File: src/rtl/id_ex_stage_pkg.sv
// Shared core definitions for the ID/EX pipeline register: datapath widths,
// ALU op encoding, control bundle, ID/EX payload struct and the WB bypass helper.
package id_ex_stage_pkg;

    localparam int unsigned XLEN       = 32;
    localparam int unsigned REG_ADDR_W = 5;
    localparam int unsigned ALUOP_W    = 4;

    typedef enum logic [ALUOP_W-1:0] {
        ALU_ADD  = 4'h0,
        ALU_SUB  = 4'h1,
        ALU_SLL  = 4'h2,
        ALU_SLT  = 4'h3,
        ALU_SLTU = 4'h4,
        ALU_XOR  = 4'h5,
        ALU_SRL  = 4'h6,
        ALU_SRA  = 4'h7,
        ALU_OR   = 4'h8,
        ALU_AND  = 4'h9,
        ALU_LUI  = 4'hA
    } aluop_e;

    typedef struct packed {
        logic   regwrite;
        logic   memread;
        logic   memwrite;
        logic   memtoreg;
        logic   alusrc;
        logic   branch;
        logic   jump;
        aluop_e aluop;
    } ctrl_t;

    localparam ctrl_t CTRL_BUBBLE = '0;

    typedef struct packed {
        logic                  valid;
        logic [XLEN-1:0]       pc;
        logic [REG_ADDR_W-1:0] rs1;
        logic [REG_ADDR_W-1:0] rs2;
        logic [REG_ADDR_W-1:0] rd;
        logic [XLEN-1:0]       rs1_data;
        logic [XLEN-1:0]       rs2_data;
        logic [XLEN-1:0]       imm;
        ctrl_t                 ctrl;
    } id_ex_t;

    // A bubble carries zero indices so EX forwarding can never match it.
    localparam id_ex_t ID_EX_BUBBLE = '{
        valid:    1'b0,
        pc:       '0,
        rs1:      '0,
        rs2:      '0,
        rd:       '0,
        rs1_data: '0,
        rs2_data: '0,
        imm:      '0,
        ctrl:     CTRL_BUBBLE
    };

    // WB-to-ID bypass: x0 never matches because wb_rd must be non-zero.
    function automatic logic [XLEN-1:0] wb_bypass(
        input logic                  wb_we,
        input logic [REG_ADDR_W-1:0] wb_rd,
        input logic [XLEN-1:0]       wb_data,
        input logic [REG_ADDR_W-1:0] rs,
        input logic [XLEN-1:0]       rf_data
    );
        return (wb_we && (wb_rd != '0) && (wb_rd == rs)) ? wb_data : rf_data;
    endfunction

endpackage

File: src/rtl/id_ex_stage_if.sv
// ID -> ID/EX -> EX bundle.
//   id_*_i    : decoded instruction fields presented by ID
//   id_ex_*_o : registered EX-side copies produced by the ID/EX stage
// master: the surrounding pipeline (drives ID fields, consumes EX copies)
// slave : the ID/EX stage itself
interface id_ex_stage_if #(
    parameter int unsigned XLEN    = id_ex_stage_pkg::XLEN,
    parameter int unsigned ALUOP_W = id_ex_stage_pkg::ALUOP_W
);
    localparam int unsigned RW = id_ex_stage_pkg::REG_ADDR_W;

    logic               id_valid_i;
    logic [XLEN-1:0]    id_pc_i;
    logic [RW-1:0]      id_rs1_i;
    logic [RW-1:0]      id_rs2_i;
    logic [RW-1:0]      id_rd_i;
    logic               id_uses_rs1_i;
    logic               id_uses_rs2_i;
    logic [XLEN-1:0]    id_rs1_data_i;
    logic [XLEN-1:0]    id_rs2_data_i;
    logic [XLEN-1:0]    id_imm_i;
    logic               id_regwrite_i;
    logic               id_memread_i;
    logic               id_memwrite_i;
    logic               id_memtoreg_i;
    logic               id_alusrc_i;
    logic               id_branch_i;
    logic               id_jump_i;
    logic [ALUOP_W-1:0] id_aluop_i;

    logic               id_ex_valid_o;
    logic [XLEN-1:0]    id_ex_pc_o;
    logic [RW-1:0]      id_ex_rs1_o;
    logic [RW-1:0]      id_ex_rs2_o;
    logic [RW-1:0]      id_ex_rd_o;
    logic [XLEN-1:0]    id_ex_rs1_data_o;
    logic [XLEN-1:0]    id_ex_rs2_data_o;
    logic [XLEN-1:0]    id_ex_imm_o;
    logic               id_ex_regwrite_o;
    logic               id_ex_memread_o;
    logic               id_ex_memwrite_o;
    logic               id_ex_memtoreg_o;
    logic               id_ex_alusrc_o;
    logic               id_ex_branch_o;
    logic               id_ex_jump_o;
    logic [ALUOP_W-1:0] id_ex_aluop_o;

    modport master (
        output id_valid_i, id_pc_i, id_rs1_i, id_rs2_i, id_rd_i,
               id_uses_rs1_i, id_uses_rs2_i, id_rs1_data_i, id_rs2_data_i, id_imm_i,
               id_regwrite_i, id_memread_i, id_memwrite_i, id_memtoreg_i,
               id_alusrc_i, id_branch_i, id_jump_i, id_aluop_i,
        input  id_ex_valid_o, id_ex_pc_o, id_ex_rs1_o, id_ex_rs2_o, id_ex_rd_o,
               id_ex_rs1_data_o, id_ex_rs2_data_o, id_ex_imm_o,
               id_ex_regwrite_o, id_ex_memread_o, id_ex_memwrite_o, id_ex_memtoreg_o,
               id_ex_alusrc_o, id_ex_branch_o, id_ex_jump_o, id_ex_aluop_o
    );

    modport slave (
        input  id_valid_i, id_pc_i, id_rs1_i, id_rs2_i, id_rd_i,
               id_uses_rs1_i, id_uses_rs2_i, id_rs1_data_i, id_rs2_data_i, id_imm_i,
               id_regwrite_i, id_memread_i, id_memwrite_i, id_memtoreg_i,
               id_alusrc_i, id_branch_i, id_jump_i, id_aluop_i,
        output id_ex_valid_o, id_ex_pc_o, id_ex_rs1_o, id_ex_rs2_o, id_ex_rd_o,
               id_ex_rs1_data_o, id_ex_rs2_data_o, id_ex_imm_o,
               id_ex_regwrite_o, id_ex_memread_o, id_ex_memwrite_o, id_ex_memtoreg_o,
               id_ex_alusrc_o, id_ex_branch_o, id_ex_jump_o, id_ex_aluop_o
    );

endinterface

File: src/rtl/id_ex_stage_load_use_detector.sv
// Load-use hazard detector (purely combinational).
//   ex_*_i    : load currently held in ID/EX
//   id_*_i    : instruction currently in ID
//   hazard_o  : ID instruction reads the register the EX load is about to write
module id_ex_stage_load_use_detector
    import id_ex_stage_pkg::*;
(
    input  logic                  ex_valid_i,
    input  logic                  ex_memread_i,
    input  logic [REG_ADDR_W-1:0] ex_rd_i,
    input  logic                  id_valid_i,
    input  logic                  id_uses_rs1_i,
    input  logic                  id_uses_rs2_i,
    input  logic [REG_ADDR_W-1:0] id_rs1_i,
    input  logic [REG_ADDR_W-1:0] id_rs2_i,
    output logic                  hazard_o
);

    logic rs1_hit;
    logic rs2_hit;

    // Only operands the instruction actually reads count as dependencies.
    assign rs1_hit  = id_uses_rs1_i && (id_rs1_i == ex_rd_i);
    assign rs2_hit  = id_uses_rs2_i && (id_rs2_i == ex_rd_i);
    assign hazard_o = ex_valid_i && ex_memread_i && (ex_rd_i != '0) && id_valid_i
                      && (rs1_hit || rs2_hit);

endmodule

File: src/rtl/id_ex_stage.sv
// ID/EX pipeline register with load-use bubble insertion and WB-to-ID bypass.
//   clk, rst_n        : clock, asynchronous active-low reset
//   hold_i            : freeze everything (including the bubble counter)
//   flush_i           : squash the ID instruction (taken branch/jump in EX)
//   wb_*_i            : WB register-file write, bypassed into captured operands
//   bus (slave)       : ID fields in, registered id_ex_* copies out
//   load_use_stall_o  : combinational; hold PC and IF/ID this cycle
//   bubble_cnt_o      : saturating count of inserted load-use bubbles
module id_ex_stage
    import id_ex_stage_pkg::*;
#(
    parameter int unsigned XLEN    = id_ex_stage_pkg::XLEN,
    parameter int unsigned ALUOP_W = id_ex_stage_pkg::ALUOP_W,
    parameter int unsigned CNT_W   = 32
) (
    input  logic                                clk,
    input  logic                                rst_n,
    input  logic                                hold_i,
    input  logic                                flush_i,
    input  logic                                wb_regwrite_i,
    input  logic [id_ex_stage_pkg::REG_ADDR_W-1:0] wb_rd_i,
    input  logic [XLEN-1:0]                     wb_data_i,
    id_ex_stage_if.slave                        bus,
    output logic                                load_use_stall_o,
    output logic [CNT_W-1:0]                    bubble_cnt_o
);

    id_ex_t           ex_q;
    id_ex_t           ex_d;
    id_ex_t           id_word;
    logic [CNT_W-1:0] cnt_q;
    logic [CNT_W-1:0] cnt_d;
    logic             hz;
    logic [XLEN-1:0]  rs1_data_byp;
    logic [XLEN-1:0]  rs2_data_byp;
    logic [ALUOP_W-1:0] aluop_in;

    id_ex_stage_load_use_detector u_load_use_detector (
        .ex_valid_i    (ex_q.valid),
        .ex_memread_i  (ex_q.ctrl.memread),
        .ex_rd_i       (ex_q.rd),
        .id_valid_i    (bus.id_valid_i),
        .id_uses_rs1_i (bus.id_uses_rs1_i),
        .id_uses_rs2_i (bus.id_uses_rs2_i),
        .id_rs1_i      (bus.id_rs1_i),
        .id_rs2_i      (bus.id_rs2_i),
        .hazard_o      (hz)
    );

    // A flush kills the dependent instruction, so there is nothing to stall for.
    assign load_use_stall_o = hz && !flush_i;

    // Operands as seen after the WB bypass.
    assign rs1_data_byp = wb_bypass(wb_regwrite_i, wb_rd_i, wb_data_i, bus.id_rs1_i, bus.id_rs1_data_i);
    assign rs2_data_byp = wb_bypass(wb_regwrite_i, wb_rd_i, wb_data_i, bus.id_rs2_i, bus.id_rs2_data_i);
    assign aluop_in     = bus.id_aluop_i;

    // Normal-load payload; side-effecting controls are gated by id_valid_i.
    always_comb begin
        id_word               = ID_EX_BUBBLE;
        id_word.valid         = bus.id_valid_i;
        id_word.pc            = bus.id_pc_i;
        id_word.rs1           = bus.id_rs1_i;
        id_word.rs2           = bus.id_rs2_i;
        id_word.rd            = bus.id_rd_i;
        id_word.rs1_data      = rs1_data_byp;
        id_word.rs2_data      = rs2_data_byp;
        id_word.imm           = bus.id_imm_i;
        id_word.ctrl.regwrite = bus.id_regwrite_i && bus.id_valid_i;
        id_word.ctrl.memread  = bus.id_memread_i  && bus.id_valid_i;
        id_word.ctrl.memwrite = bus.id_memwrite_i && bus.id_valid_i;
        id_word.ctrl.branch   = bus.id_branch_i   && bus.id_valid_i;
        id_word.ctrl.jump     = bus.id_jump_i     && bus.id_valid_i;
        id_word.ctrl.memtoreg = bus.id_memtoreg_i;
        id_word.ctrl.alusrc   = bus.id_alusrc_i;
        id_word.ctrl.aluop    = aluop_e'(aluop_in);
    end

    // Update priority: hold > flush > hazard > normal load.
    always_comb begin
        ex_d  = ex_q;
        cnt_d = cnt_q;
        if (!hold_i) begin
            if (flush_i) begin
                ex_d = ID_EX_BUBBLE;
            end else if (hz) begin
                ex_d = ID_EX_BUBBLE;
                if (cnt_q != '1) begin
                    cnt_d = cnt_q + CNT_W'(1);
                end
            end else begin
                ex_d = id_word;
            end
        end
    end

    // State register.
    always_ff @(posedge clk or negedge rst_n) begin
        if (!rst_n) begin
            ex_q  <= ID_EX_BUBBLE;
            cnt_q <= '0;
        end else begin
            ex_q  <= ex_d;
            cnt_q <= cnt_d;
        end
    end

    assign bus.id_ex_valid_o    = ex_q.valid;
    assign bus.id_ex_pc_o       = ex_q.pc;
    assign bus.id_ex_rs1_o      = ex_q.rs1;
    assign bus.id_ex_rs2_o      = ex_q.rs2;
    assign bus.id_ex_rd_o       = ex_q.rd;
    assign bus.id_ex_rs1_data_o = ex_q.rs1_data;
    assign bus.id_ex_rs2_data_o = ex_q.rs2_data;
    assign bus.id_ex_imm_o      = ex_q.imm;
    assign bus.id_ex_regwrite_o = ex_q.ctrl.regwrite;
    assign bus.id_ex_memread_o  = ex_q.ctrl.memread;
    assign bus.id_ex_memwrite_o = ex_q.ctrl.memwrite;
    assign bus.id_ex_memtoreg_o = ex_q.ctrl.memtoreg;
    assign bus.id_ex_alusrc_o   = ex_q.ctrl.alusrc;
    assign bus.id_ex_branch_o   = ex_q.ctrl.branch;
    assign bus.id_ex_jump_o     = ex_q.ctrl.jump;
    assign bus.id_ex_aluop_o    = ex_q.ctrl.aluop;
    assign bubble_cnt_o         = cnt_q;

endmodule
File: src/flat_wrapper.sv
// flat-port wrapper written by rule: the top's interface ports become plain ports
module id_ex_stage_flat import id_ex_stage_pkg::*;
#(
    parameter int unsigned XLEN    = id_ex_stage_pkg::XLEN,
    parameter int unsigned ALUOP_W = id_ex_stage_pkg::ALUOP_W,
    parameter int unsigned CNT_W   = 32
)
  (clk, rst_n, hold_i, flush_i, wb_regwrite_i, wb_rd_i, wb_data_i, load_use_stall_o, bubble_cnt_o, bus_id_valid_i, bus_id_pc_i, bus_id_rs1_i, bus_id_rs2_i, bus_id_rd_i, bus_id_uses_rs1_i, bus_id_uses_rs2_i, bus_id_rs1_data_i, bus_id_rs2_data_i, bus_id_imm_i, bus_id_regwrite_i, bus_id_memread_i, bus_id_memwrite_i, bus_id_memtoreg_i, bus_id_alusrc_i, bus_id_branch_i, bus_id_jump_i, bus_id_aluop_i, bus_id_ex_valid_o, bus_id_ex_pc_o, bus_id_ex_rs1_o, bus_id_ex_rs2_o, bus_id_ex_rd_o, bus_id_ex_rs1_data_o, bus_id_ex_rs2_data_o, bus_id_ex_imm_o, bus_id_ex_regwrite_o, bus_id_ex_memread_o, bus_id_ex_memwrite_o, bus_id_ex_memtoreg_o, bus_id_ex_alusrc_o, bus_id_ex_branch_o, bus_id_ex_jump_o, bus_id_ex_aluop_o);
  id_ex_stage_if #(.XLEN(XLEN), .ALUOP_W(ALUOP_W)) bus_i ();
  input  logic clk;
  input  logic rst_n;
  input  logic hold_i;
  input  logic flush_i;
  input  logic wb_regwrite_i;
  input  logic [id_ex_stage_pkg::REG_ADDR_W-1:0] wb_rd_i;
  input  logic [XLEN-1:0] wb_data_i;
  output logic load_use_stall_o;
  output logic [CNT_W-1:0] bubble_cnt_o;
  input wire logic [$bits(bus_i.id_valid_i)-1:0] bus_id_valid_i;
  input wire logic [$bits(bus_i.id_pc_i)-1:0] bus_id_pc_i;
  input wire logic [$bits(bus_i.id_rs1_i)-1:0] bus_id_rs1_i;
  input wire logic [$bits(bus_i.id_rs2_i)-1:0] bus_id_rs2_i;
  input wire logic [$bits(bus_i.id_rd_i)-1:0] bus_id_rd_i;
  input wire logic [$bits(bus_i.id_uses_rs1_i)-1:0] bus_id_uses_rs1_i;
  input wire logic [$bits(bus_i.id_uses_rs2_i)-1:0] bus_id_uses_rs2_i;
  input wire logic [$bits(bus_i.id_rs1_data_i)-1:0] bus_id_rs1_data_i;
  input wire logic [$bits(bus_i.id_rs2_data_i)-1:0] bus_id_rs2_data_i;
  input wire logic [$bits(bus_i.id_imm_i)-1:0] bus_id_imm_i;
  input wire logic [$bits(bus_i.id_regwrite_i)-1:0] bus_id_regwrite_i;
  input wire logic [$bits(bus_i.id_memread_i)-1:0] bus_id_memread_i;
  input wire logic [$bits(bus_i.id_memwrite_i)-1:0] bus_id_memwrite_i;
  input wire logic [$bits(bus_i.id_memtoreg_i)-1:0] bus_id_memtoreg_i;
  input wire logic [$bits(bus_i.id_alusrc_i)-1:0] bus_id_alusrc_i;
  input wire logic [$bits(bus_i.id_branch_i)-1:0] bus_id_branch_i;
  input wire logic [$bits(bus_i.id_jump_i)-1:0] bus_id_jump_i;
  input wire logic [$bits(bus_i.id_aluop_i)-1:0] bus_id_aluop_i;
  output wire logic [$bits(bus_i.id_ex_valid_o)-1:0] bus_id_ex_valid_o;
  output wire logic [$bits(bus_i.id_ex_pc_o)-1:0] bus_id_ex_pc_o;
  output wire logic [$bits(bus_i.id_ex_rs1_o)-1:0] bus_id_ex_rs1_o;
  output wire logic [$bits(bus_i.id_ex_rs2_o)-1:0] bus_id_ex_rs2_o;
  output wire logic [$bits(bus_i.id_ex_rd_o)-1:0] bus_id_ex_rd_o;
  output wire logic [$bits(bus_i.id_ex_rs1_data_o)-1:0] bus_id_ex_rs1_data_o;
  output wire logic [$bits(bus_i.id_ex_rs2_data_o)-1:0] bus_id_ex_rs2_data_o;
  output wire logic [$bits(bus_i.id_ex_imm_o)-1:0] bus_id_ex_imm_o;
  output wire logic [$bits(bus_i.id_ex_regwrite_o)-1:0] bus_id_ex_regwrite_o;
  output wire logic [$bits(bus_i.id_ex_memread_o)-1:0] bus_id_ex_memread_o;
  output wire logic [$bits(bus_i.id_ex_memwrite_o)-1:0] bus_id_ex_memwrite_o;
  output wire logic [$bits(bus_i.id_ex_memtoreg_o)-1:0] bus_id_ex_memtoreg_o;
  output wire logic [$bits(bus_i.id_ex_alusrc_o)-1:0] bus_id_ex_alusrc_o;
  output wire logic [$bits(bus_i.id_ex_branch_o)-1:0] bus_id_ex_branch_o;
  output wire logic [$bits(bus_i.id_ex_jump_o)-1:0] bus_id_ex_jump_o;
  output wire logic [$bits(bus_i.id_ex_aluop_o)-1:0] bus_id_ex_aluop_o;
  assign bus_i.id_valid_i = bus_id_valid_i;
  assign bus_i.id_pc_i = bus_id_pc_i;
  assign bus_i.id_rs1_i = bus_id_rs1_i;
  assign bus_i.id_rs2_i = bus_id_rs2_i;
  assign bus_i.id_rd_i = bus_id_rd_i;
  assign bus_i.id_uses_rs1_i = bus_id_uses_rs1_i;
  assign bus_i.id_uses_rs2_i = bus_id_uses_rs2_i;
  assign bus_i.id_rs1_data_i = bus_id_rs1_data_i;
  assign bus_i.id_rs2_data_i = bus_id_rs2_data_i;
  assign bus_i.id_imm_i = bus_id_imm_i;
  assign bus_i.id_regwrite_i = bus_id_regwrite_i;
  assign bus_i.id_memread_i = bus_id_memread_i;
  assign bus_i.id_memwrite_i = bus_id_memwrite_i;
  assign bus_i.id_memtoreg_i = bus_id_memtoreg_i;
  assign bus_i.id_alusrc_i = bus_id_alusrc_i;
  assign bus_i.id_branch_i = bus_id_branch_i;
  assign bus_i.id_jump_i = bus_id_jump_i;
  assign bus_i.id_aluop_i = bus_id_aluop_i;
  assign bus_id_ex_valid_o = bus_i.id_ex_valid_o;
  assign bus_id_ex_pc_o = bus_i.id_ex_pc_o;
  assign bus_id_ex_rs1_o = bus_i.id_ex_rs1_o;
  assign bus_id_ex_rs2_o = bus_i.id_ex_rs2_o;
  assign bus_id_ex_rd_o = bus_i.id_ex_rd_o;
  assign bus_id_ex_rs1_data_o = bus_i.id_ex_rs1_data_o;
  assign bus_id_ex_rs2_data_o = bus_i.id_ex_rs2_data_o;
  assign bus_id_ex_imm_o = bus_i.id_ex_imm_o;
  assign bus_id_ex_regwrite_o = bus_i.id_ex_regwrite_o;
  assign bus_id_ex_memread_o = bus_i.id_ex_memread_o;
  assign bus_id_ex_memwrite_o = bus_i.id_ex_memwrite_o;
  assign bus_id_ex_memtoreg_o = bus_i.id_ex_memtoreg_o;
  assign bus_id_ex_alusrc_o = bus_i.id_ex_alusrc_o;
  assign bus_id_ex_branch_o = bus_i.id_ex_branch_o;
  assign bus_id_ex_jump_o = bus_i.id_ex_jump_o;
  assign bus_id_ex_aluop_o = bus_i.id_ex_aluop_o;
  id_ex_stage #(.XLEN(XLEN), .ALUOP_W(ALUOP_W), .CNT_W(CNT_W)) u_core (.clk(clk), .rst_n(rst_n), .hold_i(hold_i), .flush_i(flush_i), .wb_regwrite_i(wb_regwrite_i), .wb_rd_i(wb_rd_i), .wb_data_i(wb_data_i), .bus(bus_i), .load_use_stall_o(load_use_stall_o), .bubble_cnt_o(bubble_cnt_o));
endmodule
File: config.mk
export PLATFORM = sky130hd
export DESIGN_NAME = id_ex_stage_flat
export DESIGN_NICKNAME = d
export VERILOG_FILES = /design/src/rtl/id_ex_stage_pkg.sv /design/src/rtl/id_ex_stage_if.sv /design/src/rtl/id_ex_stage_load_use_detector.sv /design/src/rtl/id_ex_stage.sv /design/src/flat_wrapper.sv
export SDC_FILE = /design/constraint.sdc
export NUM_CORES = 1
export LEC_CHECK = 0
export CORE_ASPECT_RATIO = 0.6
export CORE_MARGIN = 2
export CORE_UTILIZATION = 41
export DETAILED_ROUTE_END_ITERATION = 8
export HOLD_SLACK_MARGIN = 0.02
export PLACE_DENSITY = 0.81
export SLEW_MARGIN = 20
export SYNTH_ARGS = -nofsm -noshare
export SYNTH_HDL_FRONTEND = slang
export SYNTH_SLANG_ARGS = --single-unit
File: constraint.sdc
create_clock -name clk -period 2.5 [get_ports clk]
set_input_delay 0.5 -clock clk [delete_from_list [all_inputs] [get_ports clk]]
set_output_delay 0.5 -clock clk [all_outputs]
set_load 0.1 [all_outputs]
* After elaboration in Yosys (flattened, before gate mapping)
Cells that the tools add are included.
** Storage, ports and cells
- Bits in registers :: 187
** Operators by class
- Add/sub/neg operators :: 1
- Equality and inequality tests :: 5
- Multiplexer cells :: 4
- Bitwise operators :: 2
- Reduce and logical (&&, ||, !) cells :: 20
** Operators with widths (count)
- two-way mux 155 bit :: 2
- two-way mux 32 bit :: 2
- adder 32 x 1 -> 32 bit (second input constant) :: 1
- inequality test 32 bit (second input constant) :: 1
- equality test 5 bit :: 4
- logical AND 1 bit :: 15
- nonzero test 5 bit :: 2
- AND reduction 4 bit :: 1
- inverter 1 bit :: 2
- logical NOT 1 bit :: 1
- logical OR 1 bit :: 1

* Depth between registers and ports, before layout
- Depth after elaboration :: 6
- Mapped depth :: 8

* Cells and area by module
Synthesis repeated with hierarchy kept, for this count alone.
** Second synthesis, totals
- Cell total of the unflattened synthesis :: 648
- Area total of the unflattened synthesis :: 7933.9 um^2
** By module, submodules not included
- id_ex_stage :: instances 1, cells each 631, area each 7802.5 um^2
- id_ex_stage_load_use_detector :: instances 1, cells each 17, area each 131.4 um^2

* Worst setup path before layout
OpenSTA, ideal clock, no wires.
- Kind :: register to output
- From :: register u_core.ex_q (netlist bit u_core.bus.id_ex_rd_o[1])
- To :: output port load_use_stall_o
- Data arrival time :: 2.838 ns
- Slack :: -0.838 ns
- Cell stages (with the launch flop) :: 6
- Path buffers :: 0
- Path through :: dfrtp_1 -> xnor2_1 -> nand4_1 -> o22ai_2 -> nand2_1 -> nor2_1
** Between the ends
- Word-level cells in the longest chain between the ends :: 5
- Elaborated cells on any way between the ends :: 10
- Classes of those cells :: eq/ne (2); reduce/logical (8)
** Ends and longest elaborated chain
- start: declaration :: RTL line id_ex_stage.sv:28 : id_ex_t ex_q;
- start signal: assignment :: RTL line id_ex_stage.sv:100 : ex_q <= ID_EX_BUBBLE;
- start signal: assignment :: RTL line id_ex_stage.sv:103 : ex_q <= ex_d;
- equality test 5 bit, or another cell as far along :: RTL line id_ex_stage_load_use_detector.sv:23 : assign rs1_hit = id_uses_rs1_i && (id_rs1_i == ex_rd_i);
- logical AND 1 bit, on equally long branches :: RTL line id_ex_stage_load_use_detector.sv:23, id_ex_stage_load_use_detector.sv:24, id_ex_stage_load_use_detector.sv:25
- logical OR 1 bit / logical AND 1 bit (equally long branches) :: RTL line id_ex_stage_load_use_detector.sv:26, id_ex_stage_load_use_detector.sv:25
- logical AND 1 bit * :: RTL line id_ex_stage_load_use_detector.sv:26 : && (rs1_hit || rs2_hit);
- logical AND 1 bit * :: RTL line id_ex_stage.sv:51 : assign load_use_stall_o = hz && !flush_i;
- end: declaration :: RTL line flat_wrapper.sv:17 : output logic load_use_stall_o;
Mark *: on every way between the ends. The rest lies on a longest branch, timed or not.

* Worst setup path after layout
- From :: input port bus_id_rs1_i[0]
- To :: output port load_use_stall_o
** Between the ends
- Word-level cells in the longest chain between the ends :: 5
** Ends and longest elaborated chain
- start: declaration :: RTL line flat_wrapper.sv:21 : input wire logic [$bits(bus_i.id_rs1_i)-1:0] bus_id_rs1_i;
- equality test 5 bit :: RTL line id_ex_stage_load_use_detector.sv:23
- logical AND 1 bit :: RTL line id_ex_stage_load_use_detector.sv:23
- logical OR 1 bit :: RTL line id_ex_stage_load_use_detector.sv:26
- logical AND 1 bit :: RTL line id_ex_stage_load_use_detector.sv:26
- logical AND 1 bit :: RTL line id_ex_stage.sv:51
Every way passes these cells.

==> metrics.txt <==
CTS Root Buffer Type=clkbuf_16; fin crit share=a little over nine tenths; drt first-iter violations=about 450; Fmax=0.411 GHz; Seq. cell area=~4700 um2; Synth top area share=between 50% and 60%; Synth Cell Area=between 8000 and 9000 um2; maxcap violations=0; required time worst endpoint=~2 ns; row count=39; Post-synth EDFFs=0; clock latency on the worst-skew pair=about 0.43 ns; RSZ-0062 raised after global routing=false; routed via count=between 6k and 7k; Layout fillers=1,509; crit-path max cell delay=about 0.55 ns; Setup Skew=~0.0086 ns; vias in the first global route=between 7k and 8k; P&R area growth vs syn=55.3%; CP Launch Type=primary input; H-tree depth=4; crit-path cells=clkdlybuf4s50_1, xnor2_1, nand2_1, o22ai_2, nand2_2, nor2_4, buf_12; area of the multi-input gates=3180 um2; Cells after Synth=674; Synth area leaders=dfrtp_1 (58%), a22o_1 (9.3%), mux2i_1 (7.9%); Yosys warnings=0; Post-DP HPWL=19,900 um; top-count cell post-synth=dfrtp_1; status=finished, final reports clean; Rel. slew slack=42.1%; Clock Path Buffers=2; CTS tree=yes; drt wl/cell=between 15 and 20 um; Synth area leader=dfrtp_1; WL final=26,400 um; Max FO, Critical Path=3; P_leak=5.81 nW; routability cong.=around 0.85; die width=roughly 190 um; Max stage delay cell, worst path=clkdlybuf4s50_1; die area=about 21,000 um2; largest family of logic cells by synthesized area=compound AO/OA/AOI/OAI gates; min Tclk post-route=between 2 and 2.5 ns; PD cells=around 680 nW/um2; worst hold slack=between 0.06 and 0.07 ns; #FFs+latches synth=between 150 and 200; port bufs=~390; simple-gate area share of the yosys netlist=about 11%; initial antenna violation count=1; adder and majority gate portion of the synthesized area=less than 1%; Tightest Pin Transition=~0.87 ns; share of post-route cells with drive strength above 1=approximately a quarter; Hold Crit Class=primary input to asynchronous set/reset pin; Synth Flop Type=dfrtp_1; CORE AREA=around 19,000 um2; fin nets=between 1k and 1.5k; final setup vio count=0; maximum number of pins on one net before global-route repair=82; post-synthesis mux area share=roughly 8.1%; Worst Setup Path Type=primary input to output pin; CP endpoint kind=output pin; Peak supply drop=approximately 0.00044 V; list of most frequent post-synthesis cells=dfrtp_1 (187), a22o_1 (86), nand2_1 (80); DR DRC count=0; grt ovf=0; ys async rst share=100%; Die Ht=113 um; Vias/cell=between 5 and 6; CTS Buf Count=17; Starting Density=42.2%; io pins=around 390; Post-CTS Hold Fix Bufs=0; distinct cell type count after synthesis=42; post-route setup TNS=0 ns; Mapped Avg Cell Area=between 10 and 15 um2; sequential fraction of the synthesis area=slightly below 60%; Pins Over Slew Limit=0; first-pass GRT wire length=around 41,000 um; Hold Violations, Final=0; post-CTS setup buffer count=0; Net Count, Synth=around 900; Worst-path clk slew=0.07 ns; Synth Area in Compound Gates=roughly 14%; drt pass-1 iters=4; Critical Path AT=1.93 ns; CTS sink count=187; Total GRT Usage=between 20% and 30%; fin util=65.5%; DRT antenna net count=0; xor/xnor share of the synthesized area=5.52%
-- path summary, 6_finish.rpt --
path                                                 from                              to  slack [ns]  depth (start not counted)
hold / removal                                      rst_n  u_core.bus.id_ex_rs1_data_o[2]        0.07                          1
hold reg to reg            u_core.bus.id_ex_rs2_data_o[8]  u_core.bus.id_ex_rs2_data_o[8]        0.49                          2
setup / recovery                          bus_id_rs1_i[0]                load_use_stall_o        0.07                          7
min in group clk                          bus_id_rs1_i[2]       u_core.bus.id_ex_rs1_o[2]        0.44                          2
max in group asynchronous                           rst_n     u_core.bus.id_ex_aluop_o[1]        1.72                          2
setup reg to reg                   u_core.bubble_cnt_o[0]          u_core.bubble_cnt_o[1]        0.37                          7
-- critical path: cells and delay by family --
| kind | cells | cell delay (ns) |
|---|---|---|
| and+or+nand+nor | 3 | 0.34 |
| xor gates and xnor gates | 1 | 0.14 |
| AOI/OAI and AO/OA | 1 | 0.23 |
| buffers and inverters | 2 | 0.73 |
-- sequential cells by signal (all words and copies together), names as in the netlist, 4 cells and up --
register / cells
u_core.bus.id_ex_aluop_o: 4
u_core.bus.id_ex_rs1_o: 5
u_core.bubble_cnt_o: 32
u_core.bus.id_ex_imm_o: 32
u_core.bus.id_ex_rd_o: 5
u_core.bus.id_ex_pc_o: 32
u_core.bus.id_ex_rs1_data_o: 32
u_core.bus.id_ex_rs2_data_o: 32
u_core.bus.id_ex_rs2_o: 5
-- per-layer routing --
metal	vias to the layer above	global-route usage [%]	share of wire (%)
met5	-	0	0
met4	0	8.41	2.5
met3	45	8.37	7.9
met2	265	40.0	47
met1	3432	32.8	43
li1	3230	-	-
-- where the power goes --
group	total [W]	internal (W)	switching, W
registers	0.00335	0.00322	0.000132
clock network	0.00262	0.00142	0.00120
logic	0.00263	0.000721	0.00190
-- layout by cell type (no fill, tap or decap), drive strengths merged, types with 4 or more instances in the layout --
cell and count:
buf 221, a22o 86, clkdlybuf4s50 191, nor2 15, clkbuf 22, nor3 7
o21ai 65, nand3 9, xnor2 21, nor4 13, and2 4, a32o 5
and4 4, inv 7, xor2 30, nor3b 4, nand2 80, and3 6
nand4 12, mux2i 64, dfrtp 187
-- final cells by class --
class / count / share of cell area, %
inverter: 2 / 0.0598
tap: 266 / 2.65
clock inverter: 11 / 0.887
multi-input combinational: 440 / 25.3
sequential: 187 / 37.3
clock buffer: 21 / 3.59
timing repair buffer: 418 / 30.2
antenna: 1 / 0.0199
-- metrics by stage --
stage               total power [W]  worst slack, ns  instances  area, um2
floorplan                   0.00514          0.00468        674       8100
global placement            0.00602           -0.158       1313      12000
detailed placement          0.00604           -0.140       1313      12000
CTS                         0.00867          0.00835       1345      12500
global route                0.00892           0.0254       1346      12600
finish                      0.00860           0.0689       1346      12600
-- what timing repair did --
action | 4_1_cts | 5_1_grt
endpoints found under the setup margin | 1 | 1
cloned | 0 | 0
pin swaps | 0 | 1
gates resized for setup | 2 | 4
-- cells by family (layout without fill, tap and decap cells) --
family                     count (synthesis)  in the layout
AOI/OAI and AO/OA                        158            158
xor gates and xnor gates                  51             51
buffers and inverters                     47            452
adders and majority gates                  1              1
other                                      0              1
muxes                                     65             65
and+or+nand+nor                          165            165
DFF                                      187            187
Power figures use the tool's default switching activity.
